==> config.mk <==
export PLATFORM = sky130hd
export DESIGN_NAME = ctrl_unit_pipe_flat
export DESIGN_NICKNAME = d
export VERILOG_FILES = /design/src/rtl/ctrl_unit_pipe_if.sv /design/src/rtl/ctrl_unit_pipe.sv /design/src/flat_wrapper.sv
export SDC_FILE = /design/constraint.sdc
export NUM_CORES = 1
export LEC_CHECK = 0
export CORE_MARGIN = 3
export CORE_UTILIZATION = 48
export DETAILED_ROUTE_END_ITERATION = 6
export PLACE_DENSITY = 0.86
export SLEW_MARGIN = 30
export SYNTH_ARGS = -nofsm -noshare
export SYNTH_HDL_FRONTEND = slang
export SYNTH_SLANG_ARGS = --single-unit
export TNS_END_PERCENT = 10
==> constraint.sdc <==
create_clock -name clk -period 3.14 [get_ports clk]
set_clock_uncertainty 0.15 [all_clocks]
set_input_delay 0.471 -clock clk [delete_from_list [all_inputs] [get_ports clk]]
set_output_delay 0.471 -clock clk [all_outputs]
set_load 0.01 [all_outputs]
==> src/rtl/ctrl_unit_pipe_if.sv <==
// -----------------------------------------------------------------------------
// ctrl_unit_pipe_if
//
// Purpose : bundles the decode inputs, pipeline-control inputs and all stage
//           control outputs of ctrl_unit_pipe into one interface.
//           clk and rst_n are not part of the bundle.
//
// Parameters
//   ALU_CTRL_W : ALU control width (4 = {funct7b5, funct3}, 3 = funct3 only)
//   REG_ADDR_W : register index width
//
// Signal summary
//   op_d, funct3_d, funct7b5_d   instruction fields in DECO
//   rs1_d, rs2_d, rd_d           register indices in DECO
//   freeze                       global pipeline hold
//   flush_e                      branch taken, resolved in EXE
//   sel_imm_d, illegal_d         combinational decode flags
//   hazard_stall                 hold PC / D register, bubble into E
//   *_e, *_m, *_w                per-stage control outputs
//   fwd_a_e, fwd_b_e             operand forwarding selects (00/10/01)
//
// Modports
//   master : instruction/datapath side (drives decode fields, freeze, flush)
//   slave  : the control unit itself
// -----------------------------------------------------------------------------
interface ctrl_unit_pipe_if #(
   parameter int ALU_CTRL_W = 4,
   parameter int REG_ADDR_W = 5
);

   // DECO inputs
   logic [6:0]            op_d;
   logic [2:0]            funct3_d;
   logic                  funct7b5_d;
   logic [REG_ADDR_W-1:0] rs1_d;
   logic [REG_ADDR_W-1:0] rs2_d;
   logic [REG_ADDR_W-1:0] rd_d;
   logic                  freeze;
   logic                  flush_e;

   // Combinational DECO outputs
   logic                  sel_imm_d;
   logic                  illegal_d;
   logic                  hazard_stall;

   // EXE outputs
   logic                  reg_write_e;
   logic                  alu_src_e;
   logic                  branch_e;
   logic [ALU_CTRL_W-1:0] alu_ctrl_e;
   logic [1:0]            mem_ctrl_e;
   logic [REG_ADDR_W-1:0] rd_e;
   logic [1:0]            fwd_a_e;
   logic [1:0]            fwd_b_e;

   // MEM outputs
   logic                  reg_write_m;
   logic [1:0]            mem_ctrl_m;
   logic [REG_ADDR_W-1:0] rd_m;

   // WB outputs
   logic                  reg_write_w;
   logic                  mem_to_reg_w;
   logic [REG_ADDR_W-1:0] rd_w;

   modport master (
      output op_d, funct3_d, funct7b5_d, rs1_d, rs2_d, rd_d, freeze, flush_e,
      input  sel_imm_d, illegal_d, hazard_stall,
      input  reg_write_e, alu_src_e, branch_e, alu_ctrl_e, mem_ctrl_e, rd_e,
      input  fwd_a_e, fwd_b_e,
      input  reg_write_m, mem_ctrl_m, rd_m,
      input  reg_write_w, mem_to_reg_w, rd_w
   );

   modport slave (
      input  op_d, funct3_d, funct7b5_d, rs1_d, rs2_d, rd_d, freeze, flush_e,
      output sel_imm_d, illegal_d, hazard_stall,
      output reg_write_e, alu_src_e, branch_e, alu_ctrl_e, mem_ctrl_e, rd_e,
      output fwd_a_e, fwd_b_e,
      output reg_write_m, mem_ctrl_m, rd_m,
      output reg_write_w, mem_to_reg_w, rd_w
   );

endinterface

==> src/rtl/ctrl_unit_pipe.sv <==
// -----------------------------------------------------------------------------
// ctrl_unit_pipe
//
// Purpose : pipelined RV32I control unit for a 5-stage core. Decodes the
//           opcode/funct fields in DECO and carries the control word through
//           the D->E, E->M and M->W registers. Detects load-use (and, without
//           forwarding, general RAW) hazards, inserts bubbles on stall or
//           branch flush, and honours a global freeze.
//
// Ports
//   clk    : core clock, rising edge
//   rst_n  : asynchronous active-low reset; all stages become bubbles
//   bus    : ctrl_unit_pipe_if.slave (decode fields, freeze/flush, all
//            stage control outputs)
//
// Parameters
//   ALU_CTRL_W : 4 -> {funct7b5, funct3}; 3 -> funct3 only
//   REG_ADDR_W : register index width (must match the interface instance)
//
// Build option
//   CTRL_FWD_EN : when defined, M/W forwarding selects are generated and only
//                 load-use stalls. When undefined, forwarding selects are 00
//                 and any RAW dependency on E or M stalls until the producer
//                 reaches W.
// -----------------------------------------------------------------------------
module ctrl_unit_pipe #(
   parameter int ALU_CTRL_W = 4,
   parameter int REG_ADDR_W = 5
) (
   input  logic            clk,
   input  logic            rst_n,
   ctrl_unit_pipe_if.slave bus
);

   typedef enum logic [6:0] {
      OP_R      = 7'b0110011,
      OP_I_ALU  = 7'b0010011,
      OP_LOAD   = 7'b0000011,
      OP_STORE  = 7'b0100011,
      OP_BRANCH = 7'b1100011
   } opcode_e;

   localparam logic [1:0] MEM_NONE  = 2'b00;
   localparam logic [1:0] MEM_LOAD  = 2'b10;
   localparam logic [1:0] MEM_STORE = 2'b11;

   localparam logic [1:0] FWD_REGFILE = 2'b00;
   localparam logic [1:0] FWD_FROM_M  = 2'b10;
   localparam logic [1:0] FWD_FROM_W  = 2'b01;

   // Full control word held in the E register.
   typedef struct packed {
      logic                  reg_write;
      logic                  alu_src;
      logic                  branch;
      logic [ALU_CTRL_W-1:0] alu_ctrl;
      logic [1:0]            mem_ctrl;
      logic                  mem_to_reg;
      logic [REG_ADDR_W-1:0] rd;
      logic [REG_ADDR_W-1:0] rs1;
      logic [REG_ADDR_W-1:0] rs2;
   } ex_word_t;

   // Only the fields still consumed downstream travel past E.
   typedef struct packed {
      logic                  reg_write;
      logic [1:0]            mem_ctrl;
      logic                  mem_to_reg;
      logic [REG_ADDR_W-1:0] rd;
   } mem_word_t;

   typedef struct packed {
      logic                  reg_write;
      logic                  mem_to_reg;
      logic [REG_ADDR_W-1:0] rd;
   } wb_word_t;

   ex_word_t  dec_word;
   ex_word_t  ex_d,  ex_q;
   mem_word_t mem_d, mem_q;
   wb_word_t  wb_d,  wb_q;

   logic [3:0] alu_full;
   logic       sel_imm;
   logic       illegal;
   logic       load_use;
   logic       hazard_stall;
   logic [1:0] fwd_a;
   logic [1:0] fwd_b;

   // A write in flight to a nonzero register that matches a source index.
   function automatic logic dep(input logic                  wr,
                                input logic [REG_ADDR_W-1:0] dst,
                                input logic [REG_ADDR_W-1:0] src);
      return wr && (dst != '0) && (dst == src);
   endfunction

   // ---------------------------------------------------------------------------
   // DECO: combinational decode of the instruction register fields
   // ---------------------------------------------------------------------------
   always_comb begin
      // NOTE: every signal written here gets a default first, so no path
      // through the case leaves one unassigned and no latch is inferred.
      dec_word = '0;
      alu_full = '0;
      sel_imm  = 1'b0;
      illegal  = 1'b0;

      case (opcode_e'(bus.op_d))
         OP_R: begin
            dec_word.reg_write = 1'b1;
            alu_full           = {bus.funct7b5_d, bus.funct3_d};
         end
         OP_I_ALU: begin
            dec_word.reg_write = 1'b1;
            dec_word.alu_src   = 1'b1;
            // instr[30] is immediate data except for SRAI/SRLI.
            alu_full = {(bus.funct3_d == 3'b101) & bus.funct7b5_d, bus.funct3_d};
         end
         OP_LOAD: begin
            dec_word.reg_write  = 1'b1;
            dec_word.alu_src    = 1'b1;
            dec_word.mem_ctrl   = MEM_LOAD;
            dec_word.mem_to_reg = 1'b1;
         end
         OP_STORE: begin
            dec_word.alu_src  = 1'b1;
            dec_word.mem_ctrl = MEM_STORE;
            sel_imm           = 1'b1;
         end
         OP_BRANCH: begin
            dec_word.branch = 1'b1;
            alu_full        = {1'b0, bus.funct3_d};
         end
         default: illegal = 1'b1;
      endcase

      dec_word.alu_ctrl = alu_full[ALU_CTRL_W-1:0];

      // An illegal opcode leaves the whole word zero, i.e. a bubble.
      if (!illegal) begin
         dec_word.rd  = bus.rd_d;
         dec_word.rs1 = bus.rs1_d;
         dec_word.rs2 = bus.rs2_d;
      end
   end

   // ---------------------------------------------------------------------------
   // Hazard detection and forwarding
   // ---------------------------------------------------------------------------
   always_comb begin
      load_use = (ex_q.mem_ctrl == MEM_LOAD) && (ex_q.rd != '0) &&
                 ((ex_q.rd == bus.rs1_d) || (ex_q.rd == bus.rs2_d));
   end

`ifdef CTRL_FWD_EN
   // Loaded data is only available after MEM, so load-use is the one case
   // forwarding cannot cover.
   always_comb begin
      hazard_stall = load_use;

      // The younger producer (M) wins over the older one (W).
      fwd_a = FWD_REGFILE;
      if (dep(mem_q.reg_write, mem_q.rd, ex_q.rs1))     fwd_a = FWD_FROM_M;
      else if (dep(wb_q.reg_write, wb_q.rd, ex_q.rs1))  fwd_a = FWD_FROM_W;

      fwd_b = FWD_REGFILE;
      if (dep(mem_q.reg_write, mem_q.rd, ex_q.rs2))     fwd_b = FWD_FROM_M;
      else if (dep(wb_q.reg_write, wb_q.rd, ex_q.rs2))  fwd_b = FWD_FROM_W;
   end
`else
   // Without forwarding the consumer waits in D until the producer is in W;
   // the register file is written in the first half of the cycle, so W needs
   // no stall.
   always_comb begin
      hazard_stall = load_use ||
                     dep(ex_q.reg_write,  ex_q.rd,  bus.rs1_d) ||
                     dep(ex_q.reg_write,  ex_q.rd,  bus.rs2_d) ||
                     dep(mem_q.reg_write, mem_q.rd, bus.rs1_d) ||
                     dep(mem_q.reg_write, mem_q.rd, bus.rs2_d);
      fwd_a = FWD_REGFILE;
      fwd_b = FWD_REGFILE;
   end

   // Source indices in E only feed forwarding, which is absent in this build.
   logic unused_rs_e;
   assign unused_rs_e = ^{ex_q.rs1, ex_q.rs2};
`endif

   // ---------------------------------------------------------------------------
   // Pipeline register next-state
   //   freeze         : everything holds (also swallows a same-cycle flush_e)
   //   flush / stall  : E takes a bubble, M and W still advance
   //   otherwise      : E takes the decoded word
   // ---------------------------------------------------------------------------
   always_comb begin
      ex_d  = ex_q;
      mem_d = mem_q;
      wb_d  = wb_q;

      if (!bus.freeze) begin
         if (bus.flush_e || hazard_stall) ex_d = '0;
         else                             ex_d = dec_word;

         mem_d.reg_write  = ex_q.reg_write;
         mem_d.mem_ctrl   = ex_q.mem_ctrl;
         mem_d.mem_to_reg = ex_q.mem_to_reg;
         mem_d.rd         = ex_q.rd;

         wb_d.reg_write   = mem_q.reg_write;
         wb_d.mem_to_reg  = mem_q.mem_to_reg;
         wb_d.rd          = mem_q.rd;
      end
   end

   always_ff @(posedge clk or negedge rst_n) begin
      if (!rst_n) begin
         // NOTE: all pipeline fields are reset: these are a few control flops,
         // not a storage array, and every stage must come up as a known bubble.
         ex_q  <= '0;
         mem_q <= '0;
         wb_q  <= '0;
      end else begin
         // NOTE: state is updated with non-blocking assignments so each stage
         // samples the previous stage's old value in the same edge.
         ex_q  <= ex_d;
         mem_q <= mem_d;
         wb_q  <= wb_d;
      end
   end

   // ---------------------------------------------------------------------------
   // Outputs
   // ---------------------------------------------------------------------------
   assign bus.sel_imm_d    = sel_imm;
   assign bus.illegal_d    = illegal;
   assign bus.hazard_stall = hazard_stall;

   assign bus.reg_write_e  = ex_q.reg_write;
   assign bus.alu_src_e    = ex_q.alu_src;
   assign bus.branch_e     = ex_q.branch;
   assign bus.alu_ctrl_e   = ex_q.alu_ctrl;
   assign bus.mem_ctrl_e   = ex_q.mem_ctrl;
   assign bus.rd_e         = ex_q.rd;
   assign bus.fwd_a_e      = fwd_a;
   assign bus.fwd_b_e      = fwd_b;

   assign bus.reg_write_m  = mem_q.reg_write;
   assign bus.mem_ctrl_m   = mem_q.mem_ctrl;
   assign bus.rd_m         = mem_q.rd;

   assign bus.reg_write_w  = wb_q.reg_write;
   assign bus.mem_to_reg_w = wb_q.mem_to_reg;
   assign bus.rd_w         = wb_q.rd;

endmodule

==> src/flat_wrapper.sv <==
// flat-port wrapper written by rule: the top's interface ports become plain ports
module ctrl_unit_pipe_flat 
#(
   parameter int ALU_CTRL_W = 4,
   parameter int REG_ADDR_W = 5
)
  (clk, rst_n, bus_op_d, bus_funct3_d, bus_funct7b5_d, bus_rs1_d, bus_rs2_d, bus_rd_d, bus_freeze, bus_flush_e, bus_sel_imm_d, bus_illegal_d, bus_hazard_stall, bus_reg_write_e, bus_alu_src_e, bus_branch_e, bus_alu_ctrl_e, bus_mem_ctrl_e, bus_rd_e, bus_fwd_a_e, bus_fwd_b_e, bus_reg_write_m, bus_mem_ctrl_m, bus_rd_m, bus_reg_write_w, bus_mem_to_reg_w, bus_rd_w);
  ctrl_unit_pipe_if #(.ALU_CTRL_W(ALU_CTRL_W), .REG_ADDR_W(REG_ADDR_W)) bus_i ();
  input  logic clk;
  input  logic rst_n;
  input wire logic [$bits(bus_i.op_d)-1:0] bus_op_d;
  input wire logic [$bits(bus_i.funct3_d)-1:0] bus_funct3_d;
  input wire logic [$bits(bus_i.funct7b5_d)-1:0] bus_funct7b5_d;
  input wire logic [$bits(bus_i.rs1_d)-1:0] bus_rs1_d;
  input wire logic [$bits(bus_i.rs2_d)-1:0] bus_rs2_d;
  input wire logic [$bits(bus_i.rd_d)-1:0] bus_rd_d;
  input wire logic [$bits(bus_i.freeze)-1:0] bus_freeze;
  input wire logic [$bits(bus_i.flush_e)-1:0] bus_flush_e;
  output wire logic [$bits(bus_i.sel_imm_d)-1:0] bus_sel_imm_d;
  output wire logic [$bits(bus_i.illegal_d)-1:0] bus_illegal_d;
  output wire logic [$bits(bus_i.hazard_stall)-1:0] bus_hazard_stall;
  output wire logic [$bits(bus_i.reg_write_e)-1:0] bus_reg_write_e;
  output wire logic [$bits(bus_i.alu_src_e)-1:0] bus_alu_src_e;
  output wire logic [$bits(bus_i.branch_e)-1:0] bus_branch_e;
  output wire logic [$bits(bus_i.alu_ctrl_e)-1:0] bus_alu_ctrl_e;
  output wire logic [$bits(bus_i.mem_ctrl_e)-1:0] bus_mem_ctrl_e;
  output wire logic [$bits(bus_i.rd_e)-1:0] bus_rd_e;
  output wire logic [$bits(bus_i.fwd_a_e)-1:0] bus_fwd_a_e;
  output wire logic [$bits(bus_i.fwd_b_e)-1:0] bus_fwd_b_e;
  output wire logic [$bits(bus_i.reg_write_m)-1:0] bus_reg_write_m;
  output wire logic [$bits(bus_i.mem_ctrl_m)-1:0] bus_mem_ctrl_m;
  output wire logic [$bits(bus_i.rd_m)-1:0] bus_rd_m;
  output wire logic [$bits(bus_i.reg_write_w)-1:0] bus_reg_write_w;
  output wire logic [$bits(bus_i.mem_to_reg_w)-1:0] bus_mem_to_reg_w;
  output wire logic [$bits(bus_i.rd_w)-1:0] bus_rd_w;
  assign bus_i.op_d = bus_op_d;
  assign bus_i.funct3_d = bus_funct3_d;
  assign bus_i.funct7b5_d = bus_funct7b5_d;
  assign bus_i.rs1_d = bus_rs1_d;
  assign bus_i.rs2_d = bus_rs2_d;
  assign bus_i.rd_d = bus_rd_d;
  assign bus_i.freeze = bus_freeze;
  assign bus_i.flush_e = bus_flush_e;
  assign bus_sel_imm_d = bus_i.sel_imm_d;
  assign bus_illegal_d = bus_i.illegal_d;
  assign bus_hazard_stall = bus_i.hazard_stall;
  assign bus_reg_write_e = bus_i.reg_write_e;
  assign bus_alu_src_e = bus_i.alu_src_e;
  assign bus_branch_e = bus_i.branch_e;
  assign bus_alu_ctrl_e = bus_i.alu_ctrl_e;
  assign bus_mem_ctrl_e = bus_i.mem_ctrl_e;
  assign bus_rd_e = bus_i.rd_e;
  assign bus_fwd_a_e = bus_i.fwd_a_e;
  assign bus_fwd_b_e = bus_i.fwd_b_e;
  assign bus_reg_write_m = bus_i.reg_write_m;
  assign bus_mem_ctrl_m = bus_i.mem_ctrl_m;
  assign bus_rd_m = bus_i.rd_m;
  assign bus_reg_write_w = bus_i.reg_write_w;
  assign bus_mem_to_reg_w = bus_i.mem_to_reg_w;
  assign bus_rd_w = bus_i.rd_w;
  ctrl_unit_pipe #(.ALU_CTRL_W(ALU_CTRL_W), .REG_ADDR_W(REG_ADDR_W)) u_core (.clk(clk), .rst_n(rst_n), .bus(bus_i));
endmodule
Yosys cells after proc, flatten, opt, wreduce, memory -nomap -nowiden
Cells that the tools add are included.
{"block": "word_totals", "register_bits": 31, "in_bits": 30, "out_inout_bits": 36, "word_cells": 55}
{"block": "classes", "eq_ne": 11, "n_mux": 10, "n_bitwise": 1, "n_reduce_logical": 19}
{"cell": "2-to-1 mux 25 bit", "n": 1}
{"cell": "== test 5 bit", "n": 4}
{"cell": "2-to-1 mux 15 bit", "n": 1}
{"cell": "== test 7 x 6 -> 1 bit (second input constant)", "n": 2}
{"cell": "case mux 4 bit (3 select lines)", "n": 1}
{"cell": "nonzero test 5 bit", "n": 2}
{"cell": "logical AND 1 bit", "n": 8}
{"cell": "== test 7 x 2 -> 1 bit (second input constant)", "n": 1}
{"cell": "== test 7 x 5 -> 1 bit (second input constant)", "n": 1}
{"cell": "== test 7 bit (second input constant)", "n": 1}
{"cell": "logical OR 1 bit", "n": 6}
{"cell": "2-to-1 mux 1 bit", "n": 6}
{"cell": "OR reduction 3 bit", "n": 2}
{"cell": "OR reduction 5 bit", "n": 1}
{"cell": "case mux 2 bit (2 select lines)", "n": 1}
{"cell": "== test 3 bit (second input constant)", "n": 1}
{"cell": "== test 2 bit (second input constant)", "n": 1}
{"cell": "bitwise AND 1 bit", "n": 1}

Longest topological paths before layout
{"block": "logic_depth", "word_depth": 9, "mapped_depth": 6, "mapped_depth_nobuf": 5}

Least setup slack after synthesis
OpenSTA, ideal clock, no wires.
{"block": "synth_path", "path_type": "reg-to-reg", "startpoint": "register u_core.ex_q, in the netlist u_core.bus.rd_e[1]", "endpoint": "register u_core.ex_q, in the netlist u_core.bus.alu_ctrl_e[2]", "setup_time_ps": 90, "arrival_ps": 1666, "required_ps": 2900, "slack_ps": 1234, "stages_incl_launch_ff": 6, "n_path_buf": 1, "period_less_slack_ps": 1906, "path_cell_list": "dfrtp_1 > or4_1 > o22ai_2 > o221ai_2 > buf_6 > o31ai_4"}
{"block": "synth_via", "elab_chain_cells": 9, "elab_cells_between_ends": 15, "cone_classes": "eq/ne: 2; mux: 1; reduce/logical: 12"}
{"item": "start, declared", "line_no": "ctrl_unit_pipe.sv:79", "rtl": "ex_word_t ex_d, ex_q;"}
{"item": "start signal, assigned", "line_no": "ctrl_unit_pipe.sv:220", "rtl": "ex_q <= '0;"}
{"item": "start signal, assigned", "line_no": "ctrl_unit_pipe.sv:226", "rtl": "ex_q <= ex_d;"}
{"item": "== test 5 bit / nonzero test 5 bit (equally long branches)", "line_no": "ctrl_unit_pipe.sv:95, ctrl_unit_pipe.sv:153, ctrl_unit_pipe.sv:152"}
{"item": "logical OR 1 bit, or another cell as far along", "line_no": "ctrl_unit_pipe.sv:153", "rtl": "((ex_q.rd == bus.rs1_d) || (ex_q.rd == bus.rs2_d));"}
{"item": "logical AND 1 bit, on equally long branches", "line_no": "ctrl_unit_pipe.sv:152, ctrl_unit_pipe.sv:95"}
{"item": "logical OR 1 bit", "line_no": "ctrl_unit_pipe.sv:176", "rtl": "hazard_stall = load_use ||"}
{"item": "logical OR 1 bit (*)", "line_no": "ctrl_unit_pipe.sv:177", "rtl": "dep(ex_q.reg_write, ex_q.rd, bus.rs1_d) ||"}
{"item": "logical OR 1 bit (*)", "line_no": "ctrl_unit_pipe.sv:178", "rtl": "dep(ex_q.reg_write, ex_q.rd, bus.rs2_d) ||"}
{"item": "logical OR 1 bit (*)", "line_no": "ctrl_unit_pipe.sv:179", "rtl": "dep(mem_q.reg_write, mem_q.rd, bus.rs1_d) ||"}
{"item": "logical OR 1 bit (*)", "line_no": "ctrl_unit_pipe.sv:202", "rtl": "if (bus.flush_e || hazard_stall) ex_d = '0;"}
{"item": "2-to-1 mux 25 bit (*)", "line_no": "ctrl_unit_pipe.sv:202"}
Every way passes the cells marked *; elsewhere a longest branch is shown, timed or not.
A chain may end at the register's enable or synchronous reset.

Worst setup path after layout
{"block": "layout_path", "startpoint": "input bus_rs1_d[3]", "endpoint": "output bus_hazard_stall"}
{"block": "layout_via", "elab_chain_cells": 7, "elab_cells_between_ends": 10, "cone_classes": "eq/ne: 2; reduce/logical: 8"}
{"item": "start, declared", "line_no": "flat_wrapper.sv:14", "rtl": "input wire logic [$bits(bus_i.rs1_d)-1:0] bus_rs1_d;"}
{"item": "== test 5 bit", "line_no": "ctrl_unit_pipe.sv:95, ctrl_unit_pipe.sv:153"}
{"item": "logical OR 1 bit", "line_no": "ctrl_unit_pipe.sv:153"}
{"item": "logical AND 1 bit", "line_no": "ctrl_unit_pipe.sv:152", "rtl": "load_use = (ex_q.mem_ctrl == MEM_LOAD) && (ex_q.rd != '0) &&"}
{"item": "logical OR 1 bit", "line_no": "ctrl_unit_pipe.sv:176"}
{"item": "logical OR 1 bit", "line_no": "ctrl_unit_pipe.sv:177"}
{"item": "logical OR 1 bit (*)", "line_no": "ctrl_unit_pipe.sv:178"}
{"item": "logical OR 1 bit (*)", "line_no": "ctrl_unit_pipe.sv:179"}
{"item": "end, declared", "line_no": "flat_wrapper.sv:21", "rtl": "output wire logic [$bits(bus_i.hazard_stall)-1:0] bus_hazard_stall;"}
Marked as above.

==> parameters.txt <==
Parameter                              Value

Clock tree
  Num CTS Buffers ... 5
  Clock-pin slew of the registers on the worst-case setup and hold paths ... 60 ps
  Number of hold buffers added after cts ... 0
  Clock tree sinks ... 31
  Number of gates resized after CTS ... 0
  H-tree levels ... 2
  Max clock buf depth ... 2
  # Post-CTS Setup Buffers ... 0
  Root Buffer Master ... sky130_fd_sc_hd__clkbuf_8
  Clock tree from TritonCTS ... yes
  Source-to-sink clock delay at the later pin of the worst-skew pair ... 280 ps

Global route
  Vias in the first global route ... 1279
  Wire length of the first global-routing pass ... 6150 um
  Pin count of the biggest net entering global routing ... 33
  Initial antenna violation count ... 0
  Aggregate global routing overflow ... 0
  Global-route total usage across every layer ... 18.6%

Final layout
  Final cell count without fillers ... 261
  Area of combinational cells with multiple inputs ... 801 um2
  Share of layout cells above drive strength 1 ... 18.1%
  Layout Utilization ... 69.0%
  # fillers ... 289
  Area delta synth->final ... 34.0%
  Sequential cell area ... 776 um2
  Net count, final ... 244
  Count of inserted antenna diode cells ... 0

Floorplan
  IO Count ... 66
  Die height ... 67.0 um
  X dimension of the die ... 67.0 um
  Row Count ... 21
  Core outline area ... 0.00347 mm2
  Die area ... 0.00449 mm2
  Effective utilization at floorplan ... 51.5%

Min path
  Type of the worst min-delay path ... flip-flop to flip-flop

Timing
  Final Slew Violations ... 0
  Setup TNS ... 0 ps
  Fmax achieved ... 338 MHz
  Final Setup Violations ... 0
  Fin crit period ... 2950 ps
  Share of the clock period used by the worst path ... 94.1%
  Final worst setup slack ... 186 ps
  Worst hold slack ... 335 ps
  Hold Vio Cnt, Final ... 0
  RSZ-0062 raised after global routing ... no

Setup path
  Top cell by count, worst path ... sky130_fd_sc_hd__clkdlybuf4s50_1
  Top fanout value on the critical path ... 2
  Critical-path top delay cell ... sky130_fd_sc_hd__clkdlybuf4s50_1
  Critical path cell sequence ... clkdlybuf4s50_1, xor2_1, nor3_1, a22oi_1, o22ai_1, clkdlybuf4s50_1
  Required arrival time at the worst endpoint ... 2520 ps
  Critical Setup Path Class ... input pin to output pin
  Endpoint arrival time on the critical path ... 2330 ps
  Worst Setup Start Kind ... input pin
  CP Capture Type ... output pin
  Delay contributed by the slowest stage of the critical path ... 570 ps

Route
  DRC ... 0
  Post-DRT Antenna Nets ... 0
  Routed Wire Length ... 3790 um
  Drt via density ... 5.11
  Total via count after detailed routing ... 1334
  DR WL/cell ... 14.5 um
  Number of optimization iterations in the first detailed-route pass ... 4
  Drt first-iter violations ... 43

Yosys
  Post-synthesis cell type with the largest combined area ... sky130_fd_sc_hd__dfrtp_1
  Largest cells by area after synthesis ... sky130_fd_sc_hd__dfrtp_1, sky130_fd_sc_hd__mux2_2, sky130_fd_sc_hd__xor2_1
  Yosys top cell area share ... 43.4%
  Avg Synthesized Cell Area ... 10.8 um2
  Synthesized cell area ... 0.00179 mm2
  Synthesis-stage register bit count ... 31
  Cell count after synthesis ... 165
  Number of warnings reported in the yosys synthesis log ... 0
  Sequential fraction of the synthesis area ... 43.4%
  Number of distinct library cells after synthesis ... 28

Place
  Port-buffer cells ... 61
  Number of placed instances with taps included ... 253
  Dpl hpwl ... 2870 um
  Worst setup slack after placement ... 186 ps
  RD Place Congestion ... 0.902

Run
  Max-cap check violation count ... 0

Status
  Result of the run ... completed

Pwr
  Static leakage ... 1.11 nW
  PD cells ... 339 mW/mm2
  VDD IR max ... 0.000305 V
[Yosys cell counts, drive strengths merged]
cell / count
dfrtp: 31
buf: 24
xor2: 20
nand2: 19
mux2: 17
o31ai: 13
inv: 8
nor2: 6
nor3: 6
clkbuf: 3
a22oi: 2
nand2b: 2
nor2b: 2
o21ai: 2
o22ai: 2
or4: 2
and2: 1
conb: 1
nand3: 1
o211ai: 1
o221ai: 1
o41ai: 1
[cells in the final DEF (no fill, tap or decap), types with 2 or more instances in the layout]
cell                               n
sky130_fd_sc_hd__clkdlybuf4s50_1  61
sky130_fd_sc_hd__or4_1             2
sky130_fd_sc_hd__nand2b_1          2
sky130_fd_sc_hd__conb_1            4
sky130_fd_sc_hd__clkbuf_1          2
sky130_fd_sc_hd__a22oi_1           2
sky130_fd_sc_hd__o31ai_4           3
sky130_fd_sc_hd__inv_1             8
sky130_fd_sc_hd__dfrtp_1          31
sky130_fd_sc_hd__mux2_2           17
sky130_fd_sc_hd__nor2_1            6
sky130_fd_sc_hd__nor3_1            6
sky130_fd_sc_hd__o31ai_2           6
sky130_fd_sc_hd__nor2b_1           2
sky130_fd_sc_hd__nand2_1          19
sky130_fd_sc_hd__buf_4             5
sky130_fd_sc_hd__xor2_1           20
sky130_fd_sc_hd__o31ai_1           4
sky130_fd_sc_hd__clkbuf_8          5
[final timing paths]
check                                                     from                                   end  slack (ps)  cells after the start
worst max-delay path                              bus_rs1_d[3]                      bus_hazard_stall         190                      6
worst min-delay path               u_core.ex_q[15]$_DFFE_PN0N_           u_core.ex_q[15]$_DFFE_PN0N_         340                      2
worst max register to register  u_core.bus.rd_e[1]$_DFFE_PN0N_  u_core.bus.alu_ctrl_e[0]$_DFFE_PN0N_        1050                      5
worst min register to register     u_core.ex_q[15]$_DFFE_PN0N_           u_core.ex_q[15]$_DFFE_PN0N_         340                      2
max in group asynchronous                                rst_n  u_core.bus.mem_ctrl_e[1]$_DFFE_PN0N_        2120                      2
min in group asynchronous                                rst_n        u_core.bus.rd_w[4]$_DFFE_PN0N_         440                      2
[cell type report]
cell class | instances | share of cell area (%)
clock inverters | 1 | 0.209
repair buffers | 66 | 27.1
multi-input cells | 102 | 33.5
well taps | 46 | 2.40
clock buffers | 7 | 3.19
inverters | 8 | 1.25
flip-flops and latches | 31 | 32.4
[power breakdown]
part | internal [mW] | switching [mW]
clock | 0.155 | 0.137
combinational | 0.0589 | 0.0524
sequential | 0.403 | 0.00403
total | 0.617 | 0.194
[per-layer routing]
metal  track usage [%]  share of wire, %  up-vias
met4              5.06               1.1        0
met3              6.58               7.5        3
li1                  -                 -      633
met2              31.2                52       53
met1              22.5                40      645
met5                 0                 0        -
[cells by family (layout without fill, tap and decap cells)]
family                 count (synthesis)  count (layout)  share of synthesized area, %
AO/OA/AOI/OAI                         22              22                          13.7
multiplexers                          17              17                          10.7
flip-flops                            31              31                          43.4
other                                  1               4                         0.210
AND/OR/NAND/NOR                       39              39                          9.80
buffers and inverters                 35              82                          12.4
XOR/XNOR                              20              20                          9.80
[critical path, delay by kind of cell]
kind | cells | cell delay, ps
xor+xnor | 1 | 160
simple gates | 1 | 250
compound gates | 2 | 410
buf+inv | 2 | 1030
[metrics by stage]
| step | area (um2) | total power, mW |
|---|---|---|
| 2_1_floorplan | 1800 | 0.465 |
| 3_3_place_gp | 2310 | 0.523 |
| 3_5_place_dp | 2310 | 0.526 |
| 4_1_cts | 2390 | 0.822 |
| 5_1_grt | 2390 | 0.851 |
| 6_report | 2390 | 0.811 |
[flip-flops by register name (all words and copies together), names as in the netlist, 2 cells and up]
| signal | cells |
|---|---|
| u_core.bus.rd_e | 5 |
| u_core.bus.rd_m | 5 |
| u_core.bus.mem_ctrl_e | 2 |
| u_core.bus.mem_ctrl_m | 2 |
| u_core.bus.rd_w | 5 |
| u_core.bus.alu_ctrl_e | 4 |
(Power assumes the default switching activity.)
